===== src/rtl/dmem_arbiter_if.sv =====
// dmem_arbiter_if - bundle of core, DMA and DATA_MEM signals around dmem_arbiter.
//   slave  : arbiter view (core/DMA requests and mem_rd in; memory port, grants, core reset out)
//   master : environment view (core, DMA requester and DATA_MEM model)
interface dmem_arbiter_if #(
  parameter int ADDR_W = 8,
  parameter int DATA_W = 32
);
  logic [ADDR_W-1:0] core_addr;
  logic [DATA_W-1:0] core_wd;
  logic              core_we;
  logic              core_re;
  logic [DATA_W-1:0] core_rd;
  logic              core_rst_n;
  logic              core_hold;
  logic              dma_req;
  logic              dma_we;
  logic [ADDR_W-1:0] dma_addr;
  logic [DATA_W-1:0] dma_wdata;
  logic              dma_gnt;
  logic [DATA_W-1:0] dma_rdata;
  logic [ADDR_W-1:0] mem_addr;
  logic [DATA_W-1:0] mem_wd;
  logic              dm_we;
  logic [DATA_W-1:0] mem_rd;
  logic              clear_done;

  modport slave (
    input  core_addr, core_wd, core_we, core_re,
    input  dma_req, dma_we, dma_addr, dma_wdata,
    input  mem_rd,
    output core_rd, core_rst_n, core_hold,
    output dma_gnt, dma_rdata,
    output mem_addr, mem_wd, dm_we,
    output clear_done
  );

  modport master (
    output core_addr, core_wd, core_we, core_re,
    output dma_req, dma_we, dma_addr, dma_wdata,
    output mem_rd,
    input  core_rd, core_rst_n, core_hold,
    input  dma_gnt, dma_rdata,
    input  mem_addr, mem_wd, dm_we,
    input  clear_done
  );
endinterface


===== src/rtl/dmem_arbiter.sv =====
// dmem_arbiter - shares the single DATA_MEM port between the RISC-V core and a
// DMA/debug requester. After reset it zero-fills memory while the core is held
// in reset, then runs with core priority and a starvation guard for DMA.
//   clk  : system clock
//   rset : asynchronous active-low reset
//   bus  : core, DMA and memory signals (dmem_arbiter_if.slave)
//
// state   | meaning
// S_CLEAR | writing zero to address r_clr_cnt, core held in reset
// S_RUN   | normal arbitration between core and DMA
module dmem_arbiter #(
  parameter int ADDR_W     = 8,
  parameter int DATA_W     = 32,
  parameter int DEPTH      = 256,
  parameter int STARVE_LIM = 8,
  parameter bit CLEAR_EN   = 1'b1
) (
  input  logic           clk,
  input  logic           rset,
  dmem_arbiter_if.slave  bus
);

  typedef enum logic {S_CLEAR = 1'b0, S_RUN = 1'b1} state_t;

  localparam state_t            ST_RESET   = CLEAR_EN ? S_CLEAR : S_RUN;
  localparam logic [ADDR_W-1:0] CLR_LAST   = ADDR_W'(DEPTH - 1);
  localparam logic [7:0]        STARVE_TOP = 8'(STARVE_LIM - 1);

  state_t            r_state, w_state_nxt;
  logic [ADDR_W-1:0] r_clr_cnt, w_clr_cnt_nxt;
  logic [7:0]        r_starve_cnt, w_starve_nxt;
  logic              r_core_hold, w_hold_nxt;
  logic              r_core_rst_n;
  logic              r_clear_done;
  logic              w_run_nxt;

  logic              w_dma_own;
  logic [ADDR_W-1:0] w_mem_addr;
  logic [DATA_W-1:0] w_mem_wd;
  logic              w_dm_we;
  logic              w_dma_gnt;

  always_ff @(posedge clk or negedge rset) begin
    if (!rset) begin
      r_state      <= ST_RESET;
      r_clr_cnt    <= '0;
      r_starve_cnt <= '0;
      r_core_hold  <= 1'b0;
      r_core_rst_n <= 1'b0;
      r_clear_done <= 1'b0;
    end else begin
      r_state      <= w_state_nxt;
      r_clr_cnt    <= w_clr_cnt_nxt;
      r_starve_cnt <= w_starve_nxt;
      r_core_hold  <= w_hold_nxt;
      r_core_rst_n <= w_run_nxt;
      r_clear_done <= w_run_nxt;
    end
  end

  always_comb begin
    w_state_nxt   = r_state;
    w_clr_cnt_nxt = r_clr_cnt;
    w_starve_nxt  = r_starve_cnt;
    w_hold_nxt    = 1'b0;
    w_dma_own     = 1'b0;
    w_mem_addr    = '0;
    w_mem_wd      = '0;
    w_dm_we       = 1'b0;
    w_dma_gnt     = 1'b0;

    case (r_state)
      S_CLEAR: begin
        w_mem_addr    = r_clr_cnt;
        w_dm_we       = 1'b1;
        w_clr_cnt_nxt = r_clr_cnt + 1'b1;
        if (r_clr_cnt == CLR_LAST) w_state_nxt = S_RUN;
      end
      S_RUN: begin
        // A hold cycle hands the port to DMA regardless of what the core presents.
        w_dma_own = r_core_hold | (~(bus.core_we | bus.core_re) & bus.dma_req);
        if (w_dma_own) begin
          w_mem_addr = bus.dma_addr;
          w_mem_wd   = bus.dma_wdata;
          // Gate with dma_req so a stale dma_we cannot write when nothing is requested.
          w_dm_we    = bus.dma_we & bus.dma_req;
          w_dma_gnt  = bus.dma_req;
        end else begin
          w_mem_addr = bus.core_addr;
          w_mem_wd   = bus.core_wd;
          w_dm_we    = bus.core_we;
        end
        if (bus.dma_req && !w_dma_gnt) begin
          w_starve_nxt = r_starve_cnt + 8'd1;
          w_hold_nxt   = (r_starve_cnt == STARVE_TOP);
        end else begin
          w_starve_nxt = '0;
        end
      end
      default: w_state_nxt = ST_RESET;
    endcase

    // Memory-side outputs must be quiet for the whole reset pulse, not just after a clock.
    if (!rset) begin
      w_mem_addr = '0;
      w_mem_wd   = '0;
      w_dm_we    = 1'b0;
      w_dma_gnt  = 1'b0;
    end
  end

  assign w_run_nxt = (w_state_nxt == S_RUN);

  assign bus.mem_addr   = w_mem_addr;
  assign bus.mem_wd     = w_mem_wd;
  assign bus.dm_we      = w_dm_we;
  assign bus.dma_gnt    = w_dma_gnt;
  assign bus.dma_rdata  = bus.mem_rd;
  assign bus.core_rd    = bus.mem_rd;
  assign bus.core_hold  = r_core_hold;
  assign bus.core_rst_n = r_core_rst_n;
  assign bus.clear_done = r_clear_done;

endmodule


===== src/flat_wrapper.sv =====
// flat-port wrapper written by rule: the top's interface ports become plain ports
module dmem_arbiter_flat 
#(
  parameter int ADDR_W     = 8,
  parameter int DATA_W     = 32,
  parameter int DEPTH      = 256,
  parameter int STARVE_LIM = 8,
  parameter bit CLEAR_EN   = 1'b1
)
  (clk, rset, bus_core_addr, bus_core_wd, bus_core_we, bus_core_re, bus_dma_req, bus_dma_we, bus_dma_addr, bus_dma_wdata, bus_mem_rd, bus_core_rd, bus_core_rst_n, bus_core_hold, bus_dma_gnt, bus_dma_rdata, bus_mem_addr, bus_mem_wd, bus_dm_we, bus_clear_done);
  dmem_arbiter_if #(.ADDR_W(ADDR_W), .DATA_W(DATA_W)) bus_i ();
  input  logic clk;
  input  logic rset;
  input wire logic [$bits(bus_i.core_addr)-1:0] bus_core_addr;
  input wire logic [$bits(bus_i.core_wd)-1:0] bus_core_wd;
  input wire logic [$bits(bus_i.core_we)-1:0] bus_core_we;
  input wire logic [$bits(bus_i.core_re)-1:0] bus_core_re;
  input wire logic [$bits(bus_i.dma_req)-1:0] bus_dma_req;
  input wire logic [$bits(bus_i.dma_we)-1:0] bus_dma_we;
  input wire logic [$bits(bus_i.dma_addr)-1:0] bus_dma_addr;
  input wire logic [$bits(bus_i.dma_wdata)-1:0] bus_dma_wdata;
  input wire logic [$bits(bus_i.mem_rd)-1:0] bus_mem_rd;
  output wire logic [$bits(bus_i.core_rd)-1:0] bus_core_rd;
  output wire logic [$bits(bus_i.core_rst_n)-1:0] bus_core_rst_n;
  output wire logic [$bits(bus_i.core_hold)-1:0] bus_core_hold;
  output wire logic [$bits(bus_i.dma_gnt)-1:0] bus_dma_gnt;
  output wire logic [$bits(bus_i.dma_rdata)-1:0] bus_dma_rdata;
  output wire logic [$bits(bus_i.mem_addr)-1:0] bus_mem_addr;
  output wire logic [$bits(bus_i.mem_wd)-1:0] bus_mem_wd;
  output wire logic [$bits(bus_i.dm_we)-1:0] bus_dm_we;
  output wire logic [$bits(bus_i.clear_done)-1:0] bus_clear_done;
  assign bus_i.core_addr = bus_core_addr;
  assign bus_i.core_wd = bus_core_wd;
  assign bus_i.core_we = bus_core_we;
  assign bus_i.core_re = bus_core_re;
  assign bus_i.dma_req = bus_dma_req;
  assign bus_i.dma_we = bus_dma_we;
  assign bus_i.dma_addr = bus_dma_addr;
  assign bus_i.dma_wdata = bus_dma_wdata;
  assign bus_i.mem_rd = bus_mem_rd;
  assign bus_core_rd = bus_i.core_rd;
  assign bus_core_rst_n = bus_i.core_rst_n;
  assign bus_core_hold = bus_i.core_hold;
  assign bus_dma_gnt = bus_i.dma_gnt;
  assign bus_dma_rdata = bus_i.dma_rdata;
  assign bus_mem_addr = bus_i.mem_addr;
  assign bus_mem_wd = bus_i.mem_wd;
  assign bus_dm_we = bus_i.dm_we;
  assign bus_clear_done = bus_i.clear_done;
  dmem_arbiter #(.ADDR_W(ADDR_W), .DATA_W(DATA_W), .DEPTH(DEPTH), .STARVE_LIM(STARVE_LIM), .CLEAR_EN(CLEAR_EN)) u_core (.clk(clk), .rset(rset), .bus(bus_i));
endmodule

===== config.mk =====
export PLATFORM = sky130hd
export DESIGN_NAME = dmem_arbiter_flat
export DESIGN_NICKNAME = d
export VERILOG_FILES = /design/src/rtl/dmem_arbiter_if.sv /design/src/rtl/dmem_arbiter.sv /design/src/flat_wrapper.sv
export SDC_FILE = /design/constraint.sdc
export NUM_CORES = 1
export LEC_CHECK = 0
export CELL_PAD_IN_SITES_DETAIL_PLACEMENT = 2
export CELL_PAD_IN_SITES_GLOBAL_PLACEMENT = 2
export CORE_MARGIN = 3
export CORE_UTILIZATION = 14
export CTS_CLUSTER_DIAMETER = 100
export CTS_CLUSTER_SIZE = 40
export DETAILED_ROUTE_END_ITERATION = 16
export PLACE_DENSITY = 0.95
export SLEW_MARGIN = 20
export SYNTH_ARGS = -nofsm -noshare
export SYNTH_HDL_FRONTEND = slang
export SYNTH_SLANG_ARGS = --single-unit

===== constraint.sdc =====
create_clock -name clk -period 5.1 [get_ports clk]
set_clock_uncertainty 0.1 [all_clocks]
set_input_delay 1.53 -clock clk [delete_from_list [all_inputs] [get_ports clk]]
set_output_delay 1.53 -clock clk [all_outputs]
set_load 0.01 [all_outputs]

==> flow_summary.ini <==
[power]
powerDensity_nw_per_um2 = 128
vdd_drop_max_mv = 0.147
leakage_nw = 1.79

[yosys]
synth_top_area_share = 0.231
synth-seq-area-share = 0.213
synth_cells = 296
synth_cell_types = 33
yosysWarnings = 0
yosys.area.top_type = buf_4
synthTopCellsByArea = buf_4 (23%), dfrtp_1 (21%), o21ai_0 (12%)
synth_fp_nets = 416
avgSynthCellArea_um2 = 7.14
synth_seq_cells = 18
synth_area_um2 = 2110

[timing]
max_slew_margin = 0.530
whs_ns = 0.402
worst_pin_slew_ns = 0.706
hold_viol_final = 0
report.final.slew_viol_count = 0
fmax_ghz = 0.202
rsz0062_at_grt = no
finalCriticalPeriod_ns = 4.94
final-setup-viol-count = 0
fin_crit_sh = 0.969

[floorplan]
core_region_area_um2 = 14600
top_level_ports = 227
die_h_um = 129
die_w_um = 129
row_count = 44
start_util = 0.144
die-area_um2 = 16600

[setup_path]
required_ns = 3.47
worst_setup_path_end_kind = output pin
worstSetupPathType = in -> out
start_kind = input pin
r2r_start = u_core.r_state
startpoint = bus_core_re
arrival_ns = 3.31
critPathMaxFanout = 30

[clock_network]
clk-insertion-delay-late_ns = 0.25
cts.path.max_buffers = 2
cts-root-buf = clkbuf_16
cts_tree = done
htreeDepth = 1
clk_pin_slew_ns = 0.05
holdBufCountCts = 0
clock-sinks = 18
cts_buffers = 3

[routing]
wl_per_cell_um = 18.6
ant_nets = 0
first_iter_violations = 104
drtPass1Iterations = 4
viasPerCell = 4.39
vias = 2361
routed_wl_um = 10000
drc_errors = 0

[final_layout]
drive_gt1_frac = 0.0621
final_util = 0.231
antenna_cells = 0
final_nets = 475
final_common_cell = clkdlybuf4s50_1
layout_common_cells = clkdlybuf4s50_1 (89), o21ai_0 (51), a21oi_1 (45), nand3_1 (38), dlymetal6s2s_1 (29)
area_growth_pct = 60.0

[placed_design]
port_buffers = 130
hpwl_um = 7520
routabilityCongestion = 0.779

[global_route]
grt_usage = 0.110
grt_pass1_wl_um = 14700
grt_max_degree = 43
grt_pass1_vias = 2687
antenna_found_initial = 0
grt_overflow = 0

[run_status]
status = complete, no violations

[hold_path]
hp-start = u_core.r_starve_cnt[7]
hp-class = reg -> reg

[flow_run]
drv_cap = 0
## report_power, final
group,total (mW),internal [mW],leakage (nW),switching [mW]
registers,0.143,0.143,0.232,0
clock network,0.176,0.120,0.0442,0.0569
logic,0.113,0.0755,1.51,0.0375
## layer usage
metal  share of wire  track usage  vias to the layer above
met1            0.41        0.128                     1123
met3           0.056       0.0125                       32
met5               0            0                        -
li1                -            -                     1098
met4           0.032       0.0488                        0
met2            0.51        0.203                      108
## area by class of cell
class / count / area (um2)
tap: 184 / 230
timing repair buffer: 143 / 1530
sequential: 18 / 450
multi-input combinational: 185 / 1060
inverter: 4 / 15.0
clock buffer: 4 / 88.8
fill: 1684 / 11300
## synth_stat cells
| library cell | instances |
|---|---|
| or3b_1 | 1 |
| a21oi_1 | 45 |
| nor2_1 | 3 |
| o2bb2ai_1 | 1 |
| nor3b_2 | 1 |
| inv_1 | 3 |
| buf_4 | 65 |
| ha_1 | 2 |
| or3_1 | 2 |
| and4_1 | 1 |
| o21ai_0 | 51 |
| xnor2_1 | 7 |
| nand2b_1 | 1 |
| clkinv_1 | 1 |
| nand3_1 | 38 |
| buf_2 | 4 |
| buf_6 | 2 |
| nor4_1 | 1 |
| nand4_1 | 4 |
| mux2_2 | 1 |
| a41o_1 | 1 |
| a31oi_4 | 1 |
| dfrtp_1 | 18 |
| nand2_1 | 7 |
| buf_1 | 1 |
| and3b_1 | 1 |
| o31ai_1 | 1 |
| a31oi_1 | 8 |
| clkbuf_1 | 17 |
| a21boi_0 | 1 |
| or4_1 | 2 |
| xor2_1 | 3 |
| o211ai_1 | 1 |
## stage by stage
step | TNS [ns] | cells | power, mW | worst slack [ns] | area (um2)
floorplan | 0 | 296 | 0.221 | 1.03 | 2110
global placement | -0.0746 | 532 | 0.251 | -0.0130 | 3170
detailed placement | -0.775 | 532 | 0.255 | -0.119 | 3170
CTS | -0.0000426 | 536 | 0.434 | -0.0000426 | 3250
global route | 0 | 538 | 0.451 | 0.0866 | 3380
finish | 0 | 538 | 0.432 | 0.158 | 3380
## final timing paths
kind                                               end  slack (ns)  cells after the start
worst max-delay path                   bus_mem_addr[1]        0.16                      6
worst min-delay path              u_core.bus.core_hold        0.40                      1
worst max register to register  u_core.r_starve_cnt[7]        3.08                      3
worst min register to register    u_core.bus.core_hold        0.40                      1
max in group asynchronous       u_core.r_starve_cnt[4]        2.94                      3
min in group asynchronous       u_core.r_starve_cnt[0]        1.57                      2
## cells by family after synthesis
logic type                 after synthesis  synth area share
AOI/OAI and AO/OA                      110             0.281
DFF                                     18             0.213
xor gates and xnor gates                10            0.0415
buffers and inverters                   93             0.290
and+or+nand+nor                         62             0.157
adders and majority gates                2            0.0118
muxes                                    1           0.00533
## registers in the layout, indices dropped and copies added (netlist names)
signal	flops
u_core.r_clr_cnt	8
u_core.bus.core_hold	1
u_core.r_state	1
u_core.r_starve_cnt	8
## worst max-delay path, stage by stage
cell and delay [ns]:
clkdlybuf4s50_1 0.49, or3b_4 0.46, buf_12 0.18, a31oi_2 0.21, a21oi_1 0.11, dlygate4sd2_1 0.31
## repair_timing
| item | 4_1_cts | 5_1_grt |
|---|---|---|
| gates resized for setup | 13 | 32 |
| cloned | 0 | 1 |
| setup endpoints to repair | 15 | 30 |
| buffers inserted | 0 | 1 |
| pin swaps | 2 | 2 |
Power figures use the tool's default switching activity.
